[src/rtl/hazard_pipe_reg.sv]
// Multi-stage pipeline register with per-stage stall/flush, valid bit and bubble insertion.
// Optional performance counters are compiled in when HAZARD_PIPE_REG_PERF_EN is defined.
module hazard_pipe_reg #(
  parameter int unsigned      WIDTH  = 12,
  parameter int unsigned      STAGES = 1,
  parameter logic [WIDTH-1:0] BUBBLE = '0
) (
  input  logic              clk,
  input  logic              reset,
  input  logic [STAGES-1:0] stall_i,
  input  logic [STAGES-1:0] flush_i,
  input  logic              valid_D,
  input  logic [WIDTH-1:0]  data_D,
  output logic              valid_E,
  output logic [WIDTH-1:0]  data_E,
  output logic [15:0]       stall_cnt,
  output logic [15:0]       flush_cnt
);

  logic [STAGES-1:0] v_q, v_d;
  logic [WIDTH-1:0]  d_q [STAGES];
  logic [WIDTH-1:0]  d_d [STAGES];

  logic [STAGES-1:0] hold;
  logic [STAGES-1:0] prev_hold;
  logic [STAGES-1:0] src_v;
  logic [WIDTH-1:0]  src_d [STAGES];

  // A stall at stage k freezes k and everything upstream of it.
  always_comb begin
    hold = '0;
    for (int k = 0; k < int'(STAGES); k++) begin
      hold[k] = |(stall_i >> k);
    end
  end

  // Per-stage source: the pipeline input for stage 0, the previous stage otherwise.
  always_comb begin
    src_v        = '0;
    prev_hold    = '0;
    src_v[0]     = valid_D;
    src_d[0]     = data_D;
    prev_hold[0] = 1'b0;
    for (int k = 1; k < int'(STAGES); k++) begin
      src_v[k]     = v_q[k-1];
      src_d[k]     = d_q[k-1];
      prev_hold[k] = hold[k-1];
    end
  end

  always_comb begin
    v_d = v_q;
    for (int k = 0; k < int'(STAGES); k++) begin
      d_d[k] = d_q[k];
      if (flush_i[k]) begin
        v_d[k] = 1'b0;
        d_d[k] = BUBBLE;
      end else if (hold[k]) begin
        v_d[k] = v_q[k];
        d_d[k] = d_q[k];
      end else if (prev_hold[k]) begin
        // Upstream is frozen, so this stage drains into a bubble.
        v_d[k] = 1'b0;
        d_d[k] = BUBBLE;
      end else begin
        v_d[k] = src_v[k];
        d_d[k] = src_d[k];
      end
    end
  end

  always_ff @(posedge clk or posedge reset) begin
    if (reset) begin
      v_q <= '0;
      for (int k = 0; k < int'(STAGES); k++) begin
        d_q[k] <= BUBBLE;
      end
    end else begin
      v_q <= v_d;
      for (int k = 0; k < int'(STAGES); k++) begin
        d_q[k] <= d_d[k];
      end
    end
  end

  assign valid_E = v_q[STAGES-1];
  assign data_E  = d_q[STAGES-1];

`ifdef HAZARD_PIPE_REG_PERF_EN
  logic [15:0] stall_cnt_q, flush_cnt_q;

  // Saturating counters: they stick at all-ones rather than wrap.
  always_ff @(posedge clk or posedge reset) begin
    if (reset) begin
      stall_cnt_q <= 16'h0000;
      flush_cnt_q <= 16'h0000;
    end else begin
      if (hold[0] && (stall_cnt_q != 16'hFFFF)) begin
        stall_cnt_q <= stall_cnt_q + 16'd1;
      end
      if ((|flush_i) && (flush_cnt_q != 16'hFFFF)) begin
        flush_cnt_q <= flush_cnt_q + 16'd1;
      end
    end
  end

  assign stall_cnt = stall_cnt_q;
  assign flush_cnt = flush_cnt_q;
`else
  assign stall_cnt = 16'h0000;
  assign flush_cnt = 16'h0000;
`endif

endmodule

[config.mk]
export PLATFORM = sky130hd
export DESIGN_NAME = hazard_pipe_reg
export DESIGN_NICKNAME = d
export VERILOG_FILES = /design/src/rtl/hazard_pipe_reg.sv
export SDC_FILE = /design/constraint.sdc
export NUM_CORES = 1
export LEC_CHECK = 0
export ABC_AREA = 1
export BUFFER_PORTS_ARGS = -buffer_cell sky130_fd_sc_hd__clkbuf_2
export CAP_MARGIN = 40
export CORE_MARGIN = 2
export CORE_UTILIZATION = 34
export CTS_CLUSTER_DIAMETER = 60
export DETAILED_ROUTE_END_ITERATION = 16
export PLACE_DENSITY = 0.7
export SLEW_MARGIN = 20
export SYNTH_ARGS = -nofsm -noshare
export SYNTH_HDL_FRONTEND = slang
export SYNTH_SLANG_ARGS = --single-unit
[constraint.sdc]
create_clock -name clk -period 0.8 [get_ports clk]
set_clock_uncertainty 0.15 [all_clocks]
set_input_delay 0.04 -clock clk [delete_from_list [all_inputs] [get_ports clk]]
set_output_delay 0.04 -clock clk [all_outputs]
set_load 0.01 [all_outputs]
* Word level (Yosys, flattened, before mapping)
Index checks and enable logic that the tools add are counted.
** Operators by class
- Equality and inequality tests :: 1
- Muxes and demuxes :: 4
** Operators by type and width (count)
- 12-bit two-way mux :: 2
- 1-bit two-way mux :: 2
- 2-bit by 1-bit inequality test with 1-bit output, second input constant :: 1
** Word-level totals
- Register bits after elaboration :: 13
- Bits of input ports :: 17
- Word-level logic and storage cells :: 7

* Depth between registers and ports, before layout
- Depth in word-level cells :: 2
- Depth in mapped cells :: 4

* Worst setup path before layout
No wires, ideal clock.
- Kind :: register to register
- Start point :: reg, netlist name data_E[11]
- End point :: reg d_q (netlist bit data_E[11])
- Data arrival time :: 0.521 ns
- Path slack :: 0.012 ns
- Stages on the path, launching flop included :: 3
- Clock period less this slack :: 0.788 ns
- Cells stage by stage :: dfrtp_1 -> nand3_1 -> nand2_1
** RTL lines
- end signal: indexed assignment :: line 81 : d_q[k] <= d_d[k];
- end: declaration :: line 21 : logic [WIDTH-1:0] d_q [STAGES];

* Worst setup path in the final report
- Start point :: reg d_q (netlist bit data_E[7])
- End point :: out data_E[7]
** RTL lines
- end: declaration :: line 15 : output logic [WIDTH-1:0] data_E,
No word-level cell between the ends.

==> results.py <==
metrics = {
    "cells_and_area": {
        "post-route-util_pct": 48.4,
        "syn2layout_area_growth_pct": 34.8,
        "n_fill_cell": 221,
        "diodes": 0,
        "drive_gt1_share_pct": 33.6,
        "fin_nets": 158,
    },
    "global_routing": {
        "antenna_found_initial": 0,
        "grt_pass1_vias": 533,
        "grt_max_degree": 14,
        "grt_pass1_wl_microns": 2400,
        "grt_overflow": 0,
        "grtUsageTotal_pct": 12.5,
    },
    "die": {
        "placement_rows": 17,
        "die_w_microns": 52.1,
        "initial_utilization_pct": 35.9,
        "ios": 62,
        "core_sq_mm": 0.00219,
        "fp.dieH_microns": 52.1,
        "dieArea_sq_mm": 0.00272,
    },
    "pwr": {
        "p_int_mw": 1.03,
        "p_per_area_mw_per_mm2": 1370,
        "switchingPower_mw": 0.427,
        "p_seq_share_pct": 49.1,
        "combPwrFrac_pct": 23.5,
        "leakage_nw": 0.632,
        "ir_worst_vdd_mv": 0.671,
        "switching_share_pct": 29.3,
        "pwr-share-clk_pct": 27.4,
    },
    "status": {
        "outcome": "complete, but fails checks",
        "failed_checks": "negative hold slack, negative setup slack",
    },
    "worst_setup_path": {
        "setup.worst_path.start_class": "register",
        "cp.arrival_ns": 0.81,
        "critPathCaptureType": "primary output",
        "r2r_start": "data_E[4]",
        "rr_endpoint": "data_E[4]",
        "crit_start": "data_E[7]",
        "rrSetupSlack_ns": -0.09,
        "worstPathRequired_ns": 0.61,
        "path_class": "register to primary output",
        "critical-path-max-stage-delay_ns": 0.40,
        "cp_num_buf_inv": 1,
        "critical_path.cell_chain": "clkbuf_2",
        "reg2regPathDepth": 3,
        "cp_slowest_cell": "dfrtp_1",
        "cp_top_family": "flip-flops",
        "path_max_fanout": 2,
    },
    "logic_synthesis": {
        "ys_types": 10,
        "synth_fa_ha_area_share_pct": 0,
        "syn_area_sq_um": 787,
        "yosys.area_share.simple_pct": 22.1,
        "synth-xor-area-share_pct": 0,
        "synthCells": 91,
        "synth-compound-area-share_pct": 0,
        "yosysSeqAreaShare_pct": 41.3,
        "synth-seq-cells": 13,
        "syn_avg_cell_area_sq_um": 8.65,
        "synth_mux_area_share_pct": 0,
        "synth_top_family_by_area": "buffers and inverters",
        "ys_warn_count": 0,
    },
    "clock_network": {
        "cts_tree": "built",
        "cts_root_buf": "clkbuf_4",
        "cts.sinks": 13,
        "clk_latency_ns": 0.27,
        "postCtsHoldBufs": 13,
        "clock_tree.buffer_depth": 2,
        "htree_levels": 1,
        "clkSlewWorstSetupHoldPaths_ns": 0.07,
        "numCtsBuffers": 3,
    },
    "sta": {
        "finalCriticalPeriod_ns": 0.998,
        "finalCritPeriodShare_pct": 125,
        "maxClockFrequency_mhz": 1000,
        "whs_ns": -0.392,
        "layout_setup_ws_ns": -0.198,
        "finalMaxSlewViolations": 0,
        "rsz0062_at_grt": "true",
        "hold_violations": 26,
        "finalSetupViolCount": 19,
    },
    "place": {
        "dp_hpwl_microns": 1110,
        "port_buffers": 29,
        "gp_congestion": 0.738,
    },
    "detailed_routing": {
        "antenna_left": 0,
        "wl_per_cell_microns": 10.1,
        "firstDrtPassIters": 4,
        "first_iter_violations": 7,
        "finalWirelength_microns": 1700,
        "via_per_inst": 3.98,
        "vias": 668,
        "drc_errors": 0,
    },
    "min_path": {
        "worstHoldPathType": "input pin to asynchronous set/reset pin",
    },
    "run": {
        "drv_cap": 0,
    },
}
==> logic make-up after synthesis <==
group,count (synthesis)
other,1
AND/OR/NAND/NOR,40
buffers and inverters,37
flip-flops,13
==> stage by stage <==
step	setup slack (ns)	std cells	TNS, ns	instance area (sq um)	power (mW)
floorplan	0.0122	122	0	903	1.00
detailed placement	-0.0148	145	-0.0233	815	0.975
CTS	-0.202	163	-2.48	983	1.43
finish	-0.198	168	-2.79	1060	1.46
global route	-0.235	168	-3.49	1060	1.55
global placement	0.00760	145	0	815	0.971
==> how the worst max path moves through the flow <==
stage,cells after the start,slack (ns),to
2_1_floorplan,2,0.01,data_E[11]
3_3_place_gp,4,0.008,data_E[11]
3_5_place_dp,4,-0.01,data_E[9]
4_1_cts,1,-0.20,data_E[9]
5_1_grt,1,-0.23,data_E[7]
6_report,1,-0.20,data_E[7]
==> cell usage after synthesis, drive strengths merged <==
cell type	number	area, sq um
dfrtp	13	325
conb	1	3.75
buf	34	263
nor2	1	11.3
inv	2	7.50
clkbuf	1	13.8
nand3	13	65.1
nand2	26	97.6
==> timing repair <==
item	4_1_cts	5_1_grt
endpoints found under the setup margin	14	22
pin swaps	2	8
setup buffers	1	5
gates resized for setup	1	9
endpoints found under the hold margin	26	26
==> flip-flops by register name, indices dropped and copies added, names as in the netlist <==
register / count
data_E: 12
valid_E: 1
==> cell usage in the layout, fill, tap and decap left out <==
cell	n
buf_6	4
nand2_1	26
nand3_2	6
clkbuf_4	3
inv_1	1
buf_4	3
clkbuf_1	1
conb_1	32
nor2_4	1
nand3_1	7
dfrtp_1	13
dlygate4sd3_1	13
inv_2	1
clkbuf_2	29
==> power by group through the flow <==
stage,Clock (mW),Sequential [mW],Combinational [mW]
3_3_place_gp,0,0.725,0.246
2_1_floorplan,0,0.743,0.259
4_1_cts,0.412,0.714,0.305
3_5_place_dp,0,0.728,0.247
5_1_grt,0.451,0.720,0.382
6_report,0.399,0.716,0.343
==> layer usage <==
| metal | up-vias | routed length [microns] | GRT usage [%] |
|---|---|---|---|
| li1 | 316 | - | - |
| met1 | 303 | 639 | 15.0 |
| met2 | 43 | 864 | 19.4 |
| met3 | 6 | 155 | 3.74 |
| met4 | 0 | 44 | 7.89 |
| met5 | - | 0 | 0 |
==> final cells by class <==
cell class | instances | area (sq um) | share of cell area [%]
Inverter | 2 | 7.51 | 0.708
Sequential cell | 13 | 325 | 30.7
Multi-Input combinational cell | 72 | 324 | 30.5
Clock buffer | 4 | 26.3 | 2.48
Tap cell | 28 | 35.0 | 3.30
Timing Repair Buffer | 49 | 343 | 32.3
Power figures use the tool's default switching activity.
